**config.mk**
```make
export PLATFORM = sky130hd
export DESIGN_NAME = aes_rounds_ctrl_flat
export DESIGN_NICKNAME = d
export VERILOG_FILES = /design/src/rtl/aes_rounds_ctrl_pkg.sv /design/src/rtl/aes_rounds_ctrl_if.sv /design/src/rtl/aes_round_counter.sv /design/src/rtl/aes_rounds_ctrl.sv /design/src/flat_wrapper.sv
export SDC_FILE = /design/constraint.sdc
export NUM_CORES = 1
export LEC_CHECK = 0
export BUFFER_PORTS_ARGS = -buffer_cell sky130_fd_sc_hd__buf_2
export CORE_AREA = 2 2 40 42
export DETAILED_ROUTE_END_ITERATION = 8
export DIE_AREA = 0 0 42 44
export PLACE_DENSITY = 0.68
export SLEW_MARGIN = 10
export SYNTH_ARGS = -nofsm -noshare
export SYNTH_HDL_FRONTEND = slang
export SYNTH_SLANG_ARGS = --single-unit
```
**constraint.sdc**
```tcl
create_clock -name clk -period 1.4 [get_ports clk]
set_input_delay 0.28 -clock clk [delete_from_list [all_inputs] [get_ports clk]]
set_output_delay 0.28 -clock clk [all_outputs]
set_load 0.03 [all_outputs]
```
**src/rtl/aes_rounds_ctrl_pkg.sv**
```systemverilog
// Shared types and constants for the AES rounds sequencer: state encoding,
// round-count derivation from key width, and datapath mux select values.
package aes_rounds_pkg;

    localparam int ROUND_W = 4;

    typedef enum logic [1:0] {
        IDLE,
        ROUND,
        FINAL,
        DONE
    } state_e;

    localparam logic SEL_INPUT    = 1'b0;
    localparam logic SEL_FEEDBACK = 1'b1;
    localparam logic SEL_FULL     = 1'b0;
    localparam logic SEL_FINAL    = 1'b1;

    function automatic int nr_of(input int key_width);
        case (key_width)
            256:     return 14;
            192:     return 12;
            default: return 10;
        endcase
    endfunction

endpackage

```
**src/rtl/aes_rounds_ctrl_if.sv**
```systemverilog
// Block-level valid/ready handshake between the AES source/sink and the rounds sequencer.
interface aes_rounds_ctrl_if;
    logic in_valid;
    logic in_ready;
    logic out_valid;
    logic out_ready;

    modport master (output in_valid, output out_ready, input in_ready, input out_valid);
    modport slave  (input in_valid, input out_ready, output in_ready, output out_valid);
endinterface

```
**src/rtl/aes_round_counter.sv**
```systemverilog
// Round counter for the AES sequencer: clear/load-one/increment/hold, saturating at NR,
// with terminal flags for the last full round and the final round.
module aes_round_counter #(
    parameter int NR      = 10,
    parameter int ROUND_W = 4
) (
    input  logic               clk,
    input  logic               rst_n,
    input  logic               clr,
    input  logic               load,
    input  logic               inc,
    output logic [ROUND_W-1:0] count,
    output logic               last_round,
    output logic               final_rnd
);
    localparam logic [ROUND_W-1:0] NR_W   = ROUND_W'(NR);
    localparam logic [ROUND_W-1:0] LAST_W = ROUND_W'(NR - 1);

    logic [ROUND_W-1:0] count_q, count_d;

    always_comb begin
        count_d = count_q;
        if (clr) begin
            count_d = '0;
        end else if (load) begin
            count_d = ROUND_W'(1);
        end else if (inc && (count_q != NR_W)) begin
            count_d = count_q + 1'b1;
        end
    end

    always_ff @(posedge clk or negedge rst_n) begin
        if (!rst_n) begin
            count_q <= '0;
        end else begin
            count_q <= count_d;
        end
    end

    assign count      = count_q;
    assign last_round = (count_q == LAST_W);
    assign final_rnd  = (count_q == NR_W);
endmodule

```
**src/rtl/aes_rounds_ctrl.sv**
```systemverilog
// Iterative AES rounds sequencer: drives FF1/FF2 enables, round mux selects and round-key index.
// Optional macro AES_ROUNDS_CTRL_ABORT_EN adds an abort input that discards the block in flight.
module aes_rounds_ctrl
    import aes_rounds_pkg::*;
#(
    parameter int KEY_WIDTH = 128,
    parameter int ROUND_W   = aes_rounds_pkg::ROUND_W
) (
    input  logic               clk,
    input  logic               rst_n,
    aes_rounds_ctrl_if.slave   hs,
    input  logic               key_ready,
`ifdef AES_ROUNDS_CTRL_ABORT_EN
    input  logic               abort,
`endif
    output logic [ROUND_W-1:0] round_idx,
    output logic               FF1_enable_comp,
    output logic               FF2_enable,
    output logic               rounds_MUX1,
    output logic               rounds_MUX2,
    output logic               busy
);
    localparam int NR = nr_of(KEY_WIDTH);

    state_e             state_q, state_d;
    logic               cnt_clr, cnt_load, cnt_inc;
    logic [ROUND_W-1:0] count;
    logic               last_round, final_rnd;
    logic               abort_w;
    logic               in_ready_w, out_valid_w, accept;

`ifdef AES_ROUNDS_CTRL_ABORT_EN
    assign abort_w = abort;
`else
    assign abort_w = 1'b0;
`endif

    aes_round_counter #(
        .NR      (NR),
        .ROUND_W (ROUND_W)
    ) u_counter (
        .clk        (clk),
        .rst_n      (rst_n),
        .clr        (cnt_clr),
        .load       (cnt_load),
        .inc        (cnt_inc),
        .count      (count),
        .last_round (last_round),
        .final_rnd  (final_rnd)
    );

    // in_ready is gated by rst_n so nothing is accepted while reset is held
    assign in_ready_w = rst_n & key_ready & ~abort_w &
                        ((state_q == IDLE) | ((state_q == DONE) & hs.out_ready));
    assign accept     = hs.in_valid & in_ready_w;

    always_comb begin
        state_d         = state_q;
        cnt_clr         = 1'b0;
        cnt_load        = 1'b0;
        cnt_inc         = 1'b0;
        FF1_enable_comp = 1'b1;
        FF2_enable      = 1'b0;
        rounds_MUX1     = SEL_INPUT;
        rounds_MUX2     = SEL_FULL;
        round_idx       = count;
        out_valid_w     = 1'b0;
        busy            = 1'b0;
        case (state_q)
            IDLE: begin
                if (accept) begin
                    FF1_enable_comp = 1'b0;
                    round_idx       = '0;
                    cnt_load        = 1'b1;
                    state_d         = ROUND;
                end
            end
            ROUND: begin
                busy        = 1'b1;
                rounds_MUX1 = SEL_FEEDBACK;
                if (abort_w) begin
                    cnt_clr = 1'b1;
                    state_d = IDLE;
                end else if (key_ready) begin
                    FF1_enable_comp = 1'b0;
                    cnt_inc         = 1'b1;
                    if (last_round) state_d = FINAL;
                end
            end
            FINAL: begin
                busy        = 1'b1;
                rounds_MUX1 = SEL_FEEDBACK;
                rounds_MUX2 = SEL_FINAL;
                if (abort_w || !final_rnd) begin
                    cnt_clr = 1'b1;
                    state_d = IDLE;
                end else if (key_ready) begin
                    FF2_enable = 1'b1;
                    state_d    = DONE;
                end
            end
            DONE: begin
                out_valid_w = ~abort_w;
                if (abort_w) begin
                    cnt_clr = 1'b1;
                    state_d = IDLE;
                end else if (hs.out_ready) begin
                    // consumed block with no acceptable successor falls back to IDLE
                    if (accept) begin
                        FF1_enable_comp = 1'b0;
                        round_idx       = '0;
                        cnt_load        = 1'b1;
                        state_d         = ROUND;
                    end else begin
                        cnt_clr = 1'b1;
                        state_d = IDLE;
                    end
                end
            end
            default: begin
                cnt_clr = 1'b1;
                state_d = IDLE;
            end
        endcase
    end

    always_ff @(posedge clk or negedge rst_n) begin
        if (!rst_n) begin
            state_q <= IDLE;
        end else begin
            state_q <= state_d;
        end
    end

    assign hs.in_ready  = in_ready_w;
    assign hs.out_valid = out_valid_w;
endmodule

```
**src/flat_wrapper.sv**
```systemverilog
// flat-port wrapper written by rule: the top's interface ports become plain ports
module aes_rounds_ctrl_flat import aes_rounds_pkg::*;
#(
    parameter int KEY_WIDTH = 128,
    parameter int ROUND_W   = aes_rounds_pkg::ROUND_W
)
  (clk, rst_n, key_ready, round_idx, FF1_enable_comp, FF2_enable, rounds_MUX1, rounds_MUX2, busy, hs_in_valid, hs_out_ready, hs_in_ready, hs_out_valid);
  aes_rounds_ctrl_if hs_i ();
  input  logic clk;
  input  logic rst_n;
  input  logic key_ready;
  output logic [ROUND_W-1:0] round_idx;
  output logic FF1_enable_comp;
  output logic FF2_enable;
  output logic rounds_MUX1;
  output logic rounds_MUX2;
  output logic busy;
  input wire logic [$bits(hs_i.in_valid)-1:0] hs_in_valid;
  input wire logic [$bits(hs_i.out_ready)-1:0] hs_out_ready;
  output wire logic [$bits(hs_i.in_ready)-1:0] hs_in_ready;
  output wire logic [$bits(hs_i.out_valid)-1:0] hs_out_valid;
  assign hs_i.in_valid = hs_in_valid;
  assign hs_i.out_ready = hs_out_ready;
  assign hs_in_ready = hs_i.in_ready;
  assign hs_out_valid = hs_i.out_valid;
  aes_rounds_ctrl #(.KEY_WIDTH(KEY_WIDTH), .ROUND_W(ROUND_W)) u_core (.clk(clk), .rst_n(rst_n), .hs(hs_i), .key_ready(key_ready), .round_idx(round_idx), .FF1_enable_comp(FF1_enable_comp), .FF2_enable(FF2_enable), .rounds_MUX1(rounds_MUX1), .rounds_MUX2(rounds_MUX2), .busy(busy));
endmodule
```
==> reports/qor.txt, run 1 <==
Status: finished, violations left
Failing checks: negative setup slack
Tcrit/Tclk final: 129%
# DRC: 0
Io pins: 16
Sink Count: 6
Fmax achieved: 553 MHz
Final Instance Area: 1100 um^2
Fill count: 88
Worst hold slack: 0.565 ns
Starting Density: 41.4%
Vias in the first global route: 673
Synthesized area: 587 um^2
Max Cap Viol: 0
Final min period: 1.81 ns
Final Slew Violations: 0
Ys flop type: dfrtp_1
Largest area contributor in the netlist: dfrtp_1
DP HPWL: 1.29 mm
Yosys cell types: 30
Final Hold Viols: 0
FF+latch count, synth: 6
Gr busiest metal: met2
Hold Crit Class: in2async
Max FO, Critical Path: 4
Top-count cell post-synth: ha_1
Internal power: 0.00153 W
DRT iter0 DRCs: 6
Leakage: 0.513 nW
I/O Buffers: 15
First-pass GRT wire length: 2.90 mm
CTS tree: yes
VDD IR-drop max: 0.00144 V
Combinational share of power: 82.0%
Seq pwr share: 12.2%
DR WL/cell: 14.6 um
Top post-synthesis cells by area: dfrtp_1, ha_1, and2_1
Worst reg-to-reg path cell count: 7
Crit path DAT: 1.53 ns
Pwr dens: 2520 nW/um^2
Net Sw Frac: 44.7%
Share of cells above drive strength 1: 58.4%
Fin Clk Skew: 0.00910 ns
Area Growth Syn to Fin: 87.2%
Routed via count: 665
Syn Area/Cell: 8.38 um^2
Met1 Usage GRT: 24.1%
Final setup viols: 17
Placement Rows: 14
WS Path Type: reg2out
Clk slew on worst S/H paths: 0.05 ns
CTS H-tree lvls: 1
Total core area: 1420 um^2
Met3 Use GR: 1.67%
Num CTS Buffers: 3
Slew headroom: 79.6%
Number of vias per cell: 5.16
ANT cells: 0
GR Overflow Total: 0
Synth top area share: 25.6%
Largest net degree at the start of global routing: 8
Fin nets: 127
Register area share after synthesis: 25.6%
Root Buffer: clkbuf_4
M2 GR Usage: 39.4%
Total die area: 1850 um^2
CTS Buffer Depth: 2
ANT nets after route: 0
Critical Path Start Type: flip-flop
Total Routing Usage GR: 21.1%
Drt total wl: 1.89 mm
Mapped Nets: 83
Worst skew pair latency: 0.24 ns
Async SR Flop Fraction: 100%
Req. time, crit path: 1.12 ns
Measured slew at the worst slew-check pin: 0.304 ns
Unrepaired setup endpoints after global routing: true
Synth Instances: 70
Pre-antenna DRT Iters: 4
DP Area: 868 um^2
Final worst slack: -0.410 ns
Width of the die: 42 um
Sw Pwr: 0.00124 W
Die height: 44 um
Clock share of power: 5.9%
YS warnings: 0
EDFF count, synth: 0
Routability cong.: 0.897
Antenna violations before repair: 0
CP Capture Type: primary output
Most common library cells after synthesis: ha_1, inv_1, nand2_1
## sequential cells by signal (all words and copies together), names as in the netlist
signal                  flops
u_core.u_counter.count      4
u_core.state_q              2
## power groups by stage
| stage | sequential [W] | clock [W] | combinational (W) |
|---|---|---|---|
| after floorplan | 0.000338 | 0 | 0.00117 |
| after global placement | 0.000319 | 0 | 0.00162 |
| after detailed placement | 0.000324 | 0 | 0.00166 |
| after CTS | 0.000335 | 0.000174 | 0.00204 |
| after global routing | 0.000347 | 0.000187 | 0.00239 |
| final | 0.000336 | 0.000163 | 0.00227 |
## layout make-up
type                            count  area [um^2]  share of cell area [%]
Clock buffer                        4         26.3                    2.39
Inverter                            7         31.3                    2.85
Multi-Input combinational cell     56          498                    45.3
Sequential cell                     6          153                    13.9
Tap cell                           16         20.0                    1.82
Timing Repair Buffer               40          370                    33.7
## logic make-up (layout without fill, tap and decap cells)
group / after synthesis / after routing / synth area share [%]
AND/OR/NAND/NOR: 29 / 29 / 26.0
adder cells (fa/ha/maj): 8 / 8 / 17.1
flip-flops: 6 / 6 / 25.6
AO/OA/AOI/OAI: 16 / 16 / 21.1
XOR/XNOR: 3 / 3 / 4.48
buffers and inverters: 8 / 51 / 5.76
## repair_timing
action	4_1_cts	5_1_grt
cloned	0	0
hold buffers	1	0
setup buffers	5	4
pin swaps	6	6
hold endpoints to repair	6	0
resized for setup	28	8
setup endpoints to repair	17	17
## per-layer routing
layer | wire length, um | share of wire [%] | vias to the layer above
met3 | 53 | 2.8 | 4
met5 | 0 | 0 | -
met1 | 791 | 42 | 313
met2 | 1010 | 53 | 16
met4 | 36 | 1.9 | 0
li1 | - | - | 332
## cells in the final DEF, fill, tap and decap left out, drive strengths merged, types with 2 or more instances in the layout
master  count
dfrtp       6
nand3       3
inv         7
o21ai       3
nand2       7
clkbuf      4
and2        7
nand3b      2
a21o        2
ha          8
xor2        2
nor2        6
a211oi      2
buf        39
## path summary, 6_finish.rpt
check | start | end | slack (ns)
max | u_core.state_q[0] | round_idx[1] | -0.41
min | rst_n | u_core.u_counter.count[0] | 0.56
max reg2reg | u_core.state_q[0] | u_core.state_q[1] | -0.28
min reg2reg | u_core.state_q[1] | u_core.state_q[1] | 0.59
max in group asynchronous | rst_n | u_core.state_q[0] | 0.60
min in group clk | u_core.state_q[1] | u_core.state_q[1] | 0.59
## critical path: stages, from the launching register on
cell and delay [ns]:
dfrtp_2 0.43, inv_4 0.07, ha_4 0.17, a21o_1 0.15
a21o_1 0.19, and2_4 0.17, buf_6 0.13
## stage by stage
stage	setup WS (ns)	power, W	util, %	setup TNS (ns)	cells
2_1_floorplan	-0.0794	0.00151	-	-0.428	70
3_5_place_dp	-0.250	0.00198	61.2	-2.06	117
4_1_cts	-0.431	0.00255	73.5	-3.85	127
6_report	-0.410	0.00277	77.4	-4.03	129
3_3_place_gp	-0.221	0.00194	61.2	-1.75	117
5_1_grt	-0.478	0.00292	77.4	-5.09	129
(Power assumes the default switching activity.)
==> run 2: changes to the inputs <==
==> constraint.sdc (replaced) <==
create_clock -name clk -period 1.55 [get_ports clk]
set_input_delay 0.31 -clock clk [delete_from_list [all_inputs] [get_ports clk]]
set_output_delay 0.31 -clock clk [all_outputs]
set_load 0.03 [all_outputs]
==> run 2 against run 1 <==
Compared with the run above: the run still ends with negative setup slack left; count of clock-buffer cells in the layout did not move; critical path depth stayed put; sequential power down 3%; clock skew grew 0.0028 ns; cell count decreased by 4.7%; flip-flop and latch count stayed put; critical path type unchanged.
==> reports/qor.txt, run 2 (synthesized netlist as in run 1, its figures left out) <==
GR Overflow Total: 0 (unchanged)
Crit path DAT: 1.57 ns (+0.04 ns)
Req. time, crit path: 1.24 ns (+0.12 ns)
Total die area: 1850 um^2 (unchanged)
Status: finished, violations left
DP Area: 823 um^2 (-5.2%)
Root Buffer: clkbuf_4
Io pins: 16 (unchanged)
Met1 Usage GRT: 25.8% (+1.7 points)
Failing checks: negative setup slack
DP HPWL: 1.21 mm (-6.1%)
Critical Path Start Type: flip-flop
Unrepaired setup endpoints after global routing: true
Final setup viols: 12 (-5)
Final Hold Viols: 0 (unchanged)
First-pass GRT wire length: 2.67 mm (-7.9%)
DR WL/cell: 14.0 um (-4.1%)
Measured slew at the worst slew-check pin: 0.269 ns (-0.0347 ns)
Tcrit/Tclk final: 122%
I/O Buffers: 15 (unchanged)
Worst hold slack: 0.208 ns (-0.357 ns)
Leakage: 0.487 nW (-5.0%)
CTS tree: yes
Antenna violations before repair: 0 (unchanged)
Sink Count: 6 (unchanged)
M2 GR Usage: 31.6% (-7.8 points)
Number of vias per cell: 5.32 (+3.1%)
Fmax achieved: 531 MHz
Starting Density: 41.4% (unchanged)
Largest net degree at the start of global routing: 8 (unchanged)
Met3 Use GR: 2.50% (+0.83 points)
Gr busiest metal: met2
CTS H-tree lvls: 1 (unchanged)
Num CTS Buffers: 3 (unchanged)
Fill count: 97 (+10%)
VDD IR-drop max: 0.00118 V (-18%)
Area Growth Syn to Fin: 77.6%
Final min period: 1.88 ns
Clk slew on worst S/H paths: 0.05 ns (about the same)
Largest register FFs: 4 (unchanged)
Final Slew Violations: 0 (unchanged)
Routed via count: 654 (-1.7%)
Max FO, Critical Path: 4 (unchanged)
Placement Rows: 14 (unchanged)
Vias in the first global route: 591 (-12%)
Tot Pwr: 0.00234 W (-15%)
Final Instance Area: 1040 um^2 (-5.1%)
Most frequent cells in the layout: buf_4, buf_6, nand2_1, and2_4
Slew headroom: 82.1% (+2.5 points)
Total Routing Usage GR: 19.8% (-1.3 points)
Width of the die: 42 um (unchanged)
Routability cong.: 0.801 (-11%)
Fin Clk Skew: 0.0119 ns (+0.00279 ns)
Worst skew pair latency: 0.25 ns (about the same)
Commonest non-fill, non-tap cell in the layout: buf_4
Die height: 44 um (unchanged)
Total core area: 1420 um^2 (unchanged)
ANT cells: 0 (unchanged)
DRT iter0 DRCs: 19 (+13)
Final worst slack: -0.333 ns (+0.0763 ns)
# DRC: 0 (unchanged)
Drt total wl: 1.73 mm (-8.6%)
Max Cap Viol: 0 (unchanged)
Pwr dens: 2240 nW/um^2 (-11%)
Pre-antenna DRT Iters: 4 (unchanged)
CTS Buffer Depth: 2 (unchanged)
Fin nets: 121 (-4.7%)
Hold Crit Class: in2async
CP Capture Type: primary output
ANT nets after route: 0 (unchanged)
Share of cells above drive strength 1: 56.1% (-2.3 points)
WS Path Type: reg2out
TNS Setup: -2.36 ns (+1.66 ns)
-- run 2: final timing paths --
path | from | endpoint | slack, ns | cells after the start
setup / recovery | u_core.state_q[0] | FF1_enable_comp | -0.33 | 6
hold / removal | rst_n | u_core.state_q[1] | 0.21 | 3
setup reg to reg | u_core.state_q[0] | u_core.state_q[1] | -0.09 | 7
hold reg to reg | u_core.state_q[0] | u_core.state_q[1] | 0.63 | 2
max in group asynchronous | rst_n | u_core.u_counter.count[1] | 1.22 | 3
min in group clk | key_ready | u_core.state_q[0] | 0.57 | 4
-- run 2: cell type report --
| type | instances | area (um^2) | share of cell area (%) |
|---|---|---|---|
| clock buffers | 4 | 26.3 | 2.52 |
| flip-flops and latches | 6 | 153 | 14.6 |
| multi-input cells | 56 | 518 | 49.7 |
| repair buffers | 34 | 297 | 28.5 |
| well taps | 16 | 20.0 | 1.92 |
| inverters | 7 | 28.8 | 2.76 |
-- run 2: worst max-delay path, stage by stage, from the launching register on --
cell      delay, ns
dfrtp_2        0.44
buf_4          0.16
ha_4           0.16
nor2b_2        0.16
a211oi_2       0.16
nand2_1        0.09
buf_6          0.14
-- run 2: layer usage --
layer	share of wire, %	vias to the layer above
li1	-	316
met1	44	318
met2	50	17
met3	4.0	3
met4	1.8	0
met5	0	-
-- run 2: timing repair --
item                                    4_1_cts  5_1_grt
endpoints found under the setup margin       12       17
pin swaps                                     3       10
resized for setup                            27       19
setup buffers                                 2        4
hold endpoints to repair                      6        0
hold buffers                                  1        0
-- run 2: per-stage QoR --
step	cells	util [%]	worst slack, ns
2_1_floorplan	70	-	-0.0251
3_3_place_gp	113	58.0	-0.162
3_5_place_dp	113	58.0	-0.172
4_1_cts	120	67.0	-0.332
5_1_grt	123	73.5	-0.394
6_report	123	73.5	-0.333
-- run 2: power breakdown --
| group | switching, W | internal, W |
|---|---|---|
| logic | 0.000916 | 0.000940 |
| registers | 0.000102 | 0.000224 |
| clock network | 0.0000598 | 0.0000977 |
